## src/rtl/master_slave_sections_rr.sv

```systemverilog
// Multi-channel master/slave section block: round-robin grant of synced slave inputs in
// SECTION_A, publication of the latched/accumulated value on the master output in SECTION_B.
module master_slave_sections_rr #(
  parameter int unsigned WIDTH     = 32,
  parameter int unsigned NUM_CH    = 4,
  parameter int unsigned RESET_VAL = 1337,
  parameter int unsigned MODE      = 0,
  localparam int unsigned CHW      = (NUM_CH > 1) ? $clog2(NUM_CH) : 1
) (
  input  logic                     clk,
  input  logic                     rst,
  input  logic [NUM_CH*WIDTH-1:0]  s_in,
  input  logic [NUM_CH-1:0]        s_in_sync,
  output logic [WIDTH-1:0]         s_out,
  output logic                     s_out_valid,
  output logic [CHW-1:0]           s_out_ch,
  output logic                     overflow,
  output logic [15:0]              drop_cnt
);

  typedef enum logic {SECTION_A, SECTION_B} section_t;

  section_t         section;
  logic [WIDTH-1:0] val;
  logic [CHW-1:0]   rr_ptr;
  logic [CHW-1:0]   grant;

  logic             any_sync;
  logic             found;
  logic [CHW-1:0]   cand;
  logic [CHW-1:0]   grant_nx;
  logic [CHW-1:0]   ptr_nx;
  logic [WIDTH-1:0] data_sel;
  logic [WIDTH:0]   acc;
  logic [16:0]      pop;
  logic [16:0]      drop_inc;
  logic [16:0]      drop_sum;
  logic [15:0]      drop_next;

  always_comb begin
    any_sync = |s_in_sync;
    found    = 1'b0;
    cand     = '0;
    grant_nx = '0;
    // Scan offsets from rr_ptr so the first hit is the round-robin winner.
    for (int unsigned i = 0; i < NUM_CH; i++) begin
      cand = CHW'((32'(rr_ptr) + i) % NUM_CH);
      if (!found && s_in_sync[cand]) begin
        found    = 1'b1;
        grant_nx = cand;
      end
    end
    ptr_nx   = CHW'((32'(grant_nx) + 1) % NUM_CH);
    data_sel = '0;
    for (int unsigned i = 0; i < NUM_CH; i++) begin
      if (CHW'(i) == grant_nx) data_sel = s_in[i*WIDTH +: WIDTH];
    end
    acc = {1'b0, val} + {1'b0, data_sel};

    pop = 17'($countones(s_in_sync));
    if (section == SECTION_A) drop_inc = any_sync ? pop - 17'd1 : '0;
    else                      drop_inc = pop;
    drop_sum  = {1'b0, drop_cnt} + drop_inc;
    drop_next = drop_sum[16] ? 16'hFFFF : drop_sum[15:0];
  end

  always_ff @(posedge clk) begin
    if (!rst) begin
      section     <= SECTION_A;
      val         <= WIDTH'(RESET_VAL);
      s_out       <= WIDTH'(RESET_VAL);
      s_out_valid <= 1'b0;
      s_out_ch    <= '0;
      overflow    <= 1'b0;
      drop_cnt    <= '0;
      rr_ptr      <= '0;
      grant       <= '0;
    end else begin
      s_out_valid <= 1'b0;
      drop_cnt    <= drop_next;
      case (section)
        SECTION_A: begin
          if (any_sync) begin
            grant   <= grant_nx;
            rr_ptr  <= ptr_nx;
            val     <= (MODE != 0) ? acc[WIDTH-1:0] : data_sel;
            if (MODE != 0 && acc[WIDTH]) overflow <= 1'b1;
            section <= SECTION_B;
          end
        end
        SECTION_B: begin
          s_out       <= val;
          s_out_ch    <= grant;
          s_out_valid <= 1'b1;
          section     <= SECTION_A;
        end
        default: section <= SECTION_A;
      endcase
    end
  end

endmodule
```

## config.mk

```make
export PLATFORM = sky130hd
export DESIGN_NAME = master_slave_sections_rr
export DESIGN_NICKNAME = d
export VERILOG_FILES = /design/src/rtl/master_slave_sections_rr.sv
export SDC_FILE = /design/constraint.sdc
export NUM_CORES = 1
export LEC_CHECK = 0
export ABC_AREA = 1
export CAP_MARGIN = 20
export CORE_ASPECT_RATIO = 0.7
export CORE_MARGIN = 2
export CORE_UTILIZATION = 39
export CTS_CLUSTER_DIAMETER = 80
export DETAILED_ROUTE_END_ITERATION = 8
export PLACE_DENSITY = 0.71
export SLEW_MARGIN = 20
export SYNTH_ARGS = -nofsm -noshare
export SYNTH_HDL_FRONTEND = slang
export SYNTH_SLANG_ARGS = --single-unit
```

## constraint.sdc

```tcl
create_clock -name clk -period 7.1 [get_ports clk]
set_input_delay 0.71 -clock clk [delete_from_list [all_inputs] [get_ports clk]]
set_output_delay 0.71 -clock clk [all_outputs]
set_load 0.1 [all_outputs]
```

==> impl_metrics.toml <==
[run_status]
status = "completed"

[power]
leakage_nw = 3.12
power.total_w = 0.00331
ir_drop_mv = 0.280
p_per_area_nw_per_um2 = 457

[routing]
dr.pass1.iters = 5
ant_nets = 0
drt_iter0_markers = 330
via_per_inst = 5.34
vias = 5469
routed_wl_mm = 16.2
wl_per_cell_um = 15.8
drc = 0

[grt]
grt_first_pass_wirelength_mm = 24.9
grt_pass1_vias = 4974
grt_overflow_total = 0
antenna_found_initial = 0
grt_start_max_net_pins = 42
grt_usage_pct = 22.3

[layout]
drive_gt1_share_pct = 4.98
layout.nets = 1021
syn_to_final_growth_pct = 44.5
fin_area_um2 = 7240
instances_no_fill = 1025
num-fill-cells = 1154
diodes = 0

[min_path]
hold_path.class = "reg -> reg"

[clocking]
clock_latency_ps = 340
postCtsHoldBufs = 0
h-tree-depth = 3
cts_root_buf = "clkbuf_16"
clock-sinks = 88
clock_path_buffers = 2
cts_tree = "built"
cts.clk_slew.worst_paths_ps = 60
numCtsBuffers = 9
postCtsResizedCells = 0
cts_setup_buffers = 0

[floorplanning]
rows = 34
io-pin-count = 186
coreArea_um2 = 12500
dieArea_um2 = 13800
start_util_pct = 40.2
die_y_um = 98.9
die_w_um = 140

[timing]
setup_slack_ps = 2870
fin_worst_skew_ps = 7.30
fmax_ghz = 0.237
slew_violations = 0
layout_min_cycle_time_ps = 4230
slew-limit-headroom_pct = 30.2
totalNegativeSetupSlack_ps = 0
post-route-period-util_pct = 59.5
hold_viol = 0
rsz0062_at_grt = "false"
tightest_slew_ps = 1040
setup_viol = 0

[critical_path]
max_stage_delay_ps = 800
critical_path.top_delay_family = "simple AND/OR/NAND/NOR gates"
critPathBufInv = 2
end_kind = "register"
start_kind = "primary input"
cp_data_arrival_time_ps = 4470
crit_type = "in -> reg"
crit_chain = "clkdlybuf4s50_1 > inv_1 > ha_1 > nand3_2 > nand2_2 > nor2_2 > ha_1 > a21oi_1 > o21a_1 > nand2_1 > nand2_1 > nand2_2 > nand2_1 > nand2_2 > a21oi_1"
worstPathMaxFanout = 41
critPathSlowestCell = "nor2_2"
cp.required_ps = 7340

[placement]
place_inst = 1009
place.gp.congestion = 0.917
pre_cts_slack_ps = 2170
dpl_cell_area_um2 = 6920
io_buffers = 184
hpwl_mm = 11.9

[flow_run]
cap_violations = 0

[yosys]
syn_area_um2 = 5010
synth_cell_types = 34
synth_fp_nets = 859
ys_warn_count = 0
synthCells = 697
ys_ff_latch = 88
synth_seq_area_share_pct = 35.1
syn_avg_cell_area_um2 = 7.19
## registers in the layout, summed over array words and instances (netlist names)
signal / count
s_out_ch: 2
val: 32
drop_cnt: 16
grant: 2
s_out: 32
section: 1
rr_ptr: 2
s_out_valid: 1
## report_power, final
group          total (W)  internal (W)  switching, W
Combinational    0.00208      0.000677       0.00141
Sequential      0.000757      0.000656      0.000101
Clock           0.000468      0.000272      0.000196
## cell usage in the layout (no fill, tap or decap)
| cell type | n |
|---|---|
| clkdlybuf4s50_1 | 184 |
| nand2_1 | 170 |
| a21oi_1 | 106 |
| dfxtp_1 | 88 |
| o21ai_0 | 58 |
| inv_1 | 50 |
| o211ai_1 | 26 |
| a22o_1 | 26 |
| ha_1 | 26 |
| nand3_1 | 25 |
| nor2_1 | 18 |
| nand2_2 | 9 |
| clkbuf_16 | 9 |
| a22oi_1 | 6 |
| o22a_1 | 6 |
| nand3b_1 | 6 |
| xnor2_1 | 6 |
| nand4_1 | 5 |
| buf_4 | 5 |
| a21oi_2 | 4 |
| inv_2 | 3 |
| nor2_2 | 3 |
| clkinv_1 | 3 |
| clkinvlp_4 | 3 |
| nand3_2 | 2 |
| xor2_1 | 2 |
| nor3_1 | 2 |
| fa_1 | 2 |
| o22ai_1 | 1 |
| a221oi_1 | 1 |
| nor4_1 | 1 |
| o21a_1 | 1 |
| nand2_4 | 1 |
| conb_1 | 1 |
| inv_6 | 1 |
| clkinv_4 | 1 |
| bufinv_16 | 1 |
| buf_16 | 1 |
## final timing paths
check | to | slack [ps] | startpoint | depth (start not counted)
min reg2reg | s_out[23]$_SDFFE_PN0P_ | 470 | s_out[23]$_SDFFE_PN0P_ | 1
max | drop_cnt[12]$_SDFF_PN0_ | 2870 | s_in_sync[0] | 15
min | s_out[23]$_SDFFE_PN0P_ | 470 | s_out[23]$_SDFFE_PN0P_ | 1
max reg2reg | val[10]$_SDFFE_PN1P_ | 3380 | rr_ptr[0]$_SDFFE_PN0P_ | 20
## stage by stage
stage	hold WS (ps)	util [%]
detailed placement	456	55.5
global route	487	58.1
global placement	450	55.5
floorplan	443	-
finish	471	58.1
CTS	473	57.9
## cells by family (layout without fill, tap and decap cells)
family	Yosys count	in the layout	synth area share, %
buffers and inverters	95	261	7.74
AOI/OAI and AO/OA	235	235	27.9
and+or+nand+nor	242	242	20.4
adders and majority gates	28	28	7.29
other	1	1	0.0748
xor gates and xnor gates	8	8	1.40
DFF	88	88	35.1
## Yosys cell counts
master | instances | area [um2]
conb_1 | 1 | 3.75
nand2_4 | 1 | 11.3
ha_1 | 26 | 325
o22a_1 | 6 | 52.6
inv_2 | 3 | 11.3
o21a_1 | 1 | 7.51
nand3_1 | 25 | 125
buf_2 | 13 | 65.1
fa_1 | 2 | 40.0
a22o_1 | 26 | 228
o21ai_0 | 58 | 290
buf_6 | 1 | 11.3
nand2_2 | 9 | 56.3
inv_1 | 50 | 188
nand3b_1 | 6 | 45.0
o211ai_1 | 26 | 195
nor2_1 | 20 | 75.1
dfxtp_1 | 88 | 1760
nand4_1 | 5 | 31.3
a22oi_1 | 6 | 45.0
nor4_1 | 1 | 6.26
clkbuf_1 | 23 | 86.3
xor2_1 | 2 | 17.5
nor3_1 | 2 | 10.0
o22ai_1 | 1 | 6.26
nand2_1 | 170 | 638
a221oi_1 | 1 | 8.76
nand3_2 | 2 | 20.0
a21oi_1 | 106 | 531
a21oi_2 | 4 | 35.0
buf_4 | 2 | 15.0
xnor2_1 | 6 | 52.6
nor2_2 | 1 | 6.26
clkinv_1 | 3 | 11.3
## layout make-up
class / instances / area (um2) / area share [%]
clock buffers: 9 / 225 / 3.11
clock inverters: 6 / 70.1 / 0.967
inverters: 56 / 210 / 2.90
multi-input cells: 514 / 2870 / 39.6
flip-flops and latches: 88 / 1760 / 24.3
well taps: 162 / 203 / 2.80
repair buffers: 190 / 1910 / 26.3
## layer usage
layer  GRT usage, %  wire length [um]
met5              0                 0
met4           5.44               160
met3           4.62               940
met2           35.8              7520
met1           30.9              7560
Note: power is estimated with default switching activity, not from simulation.
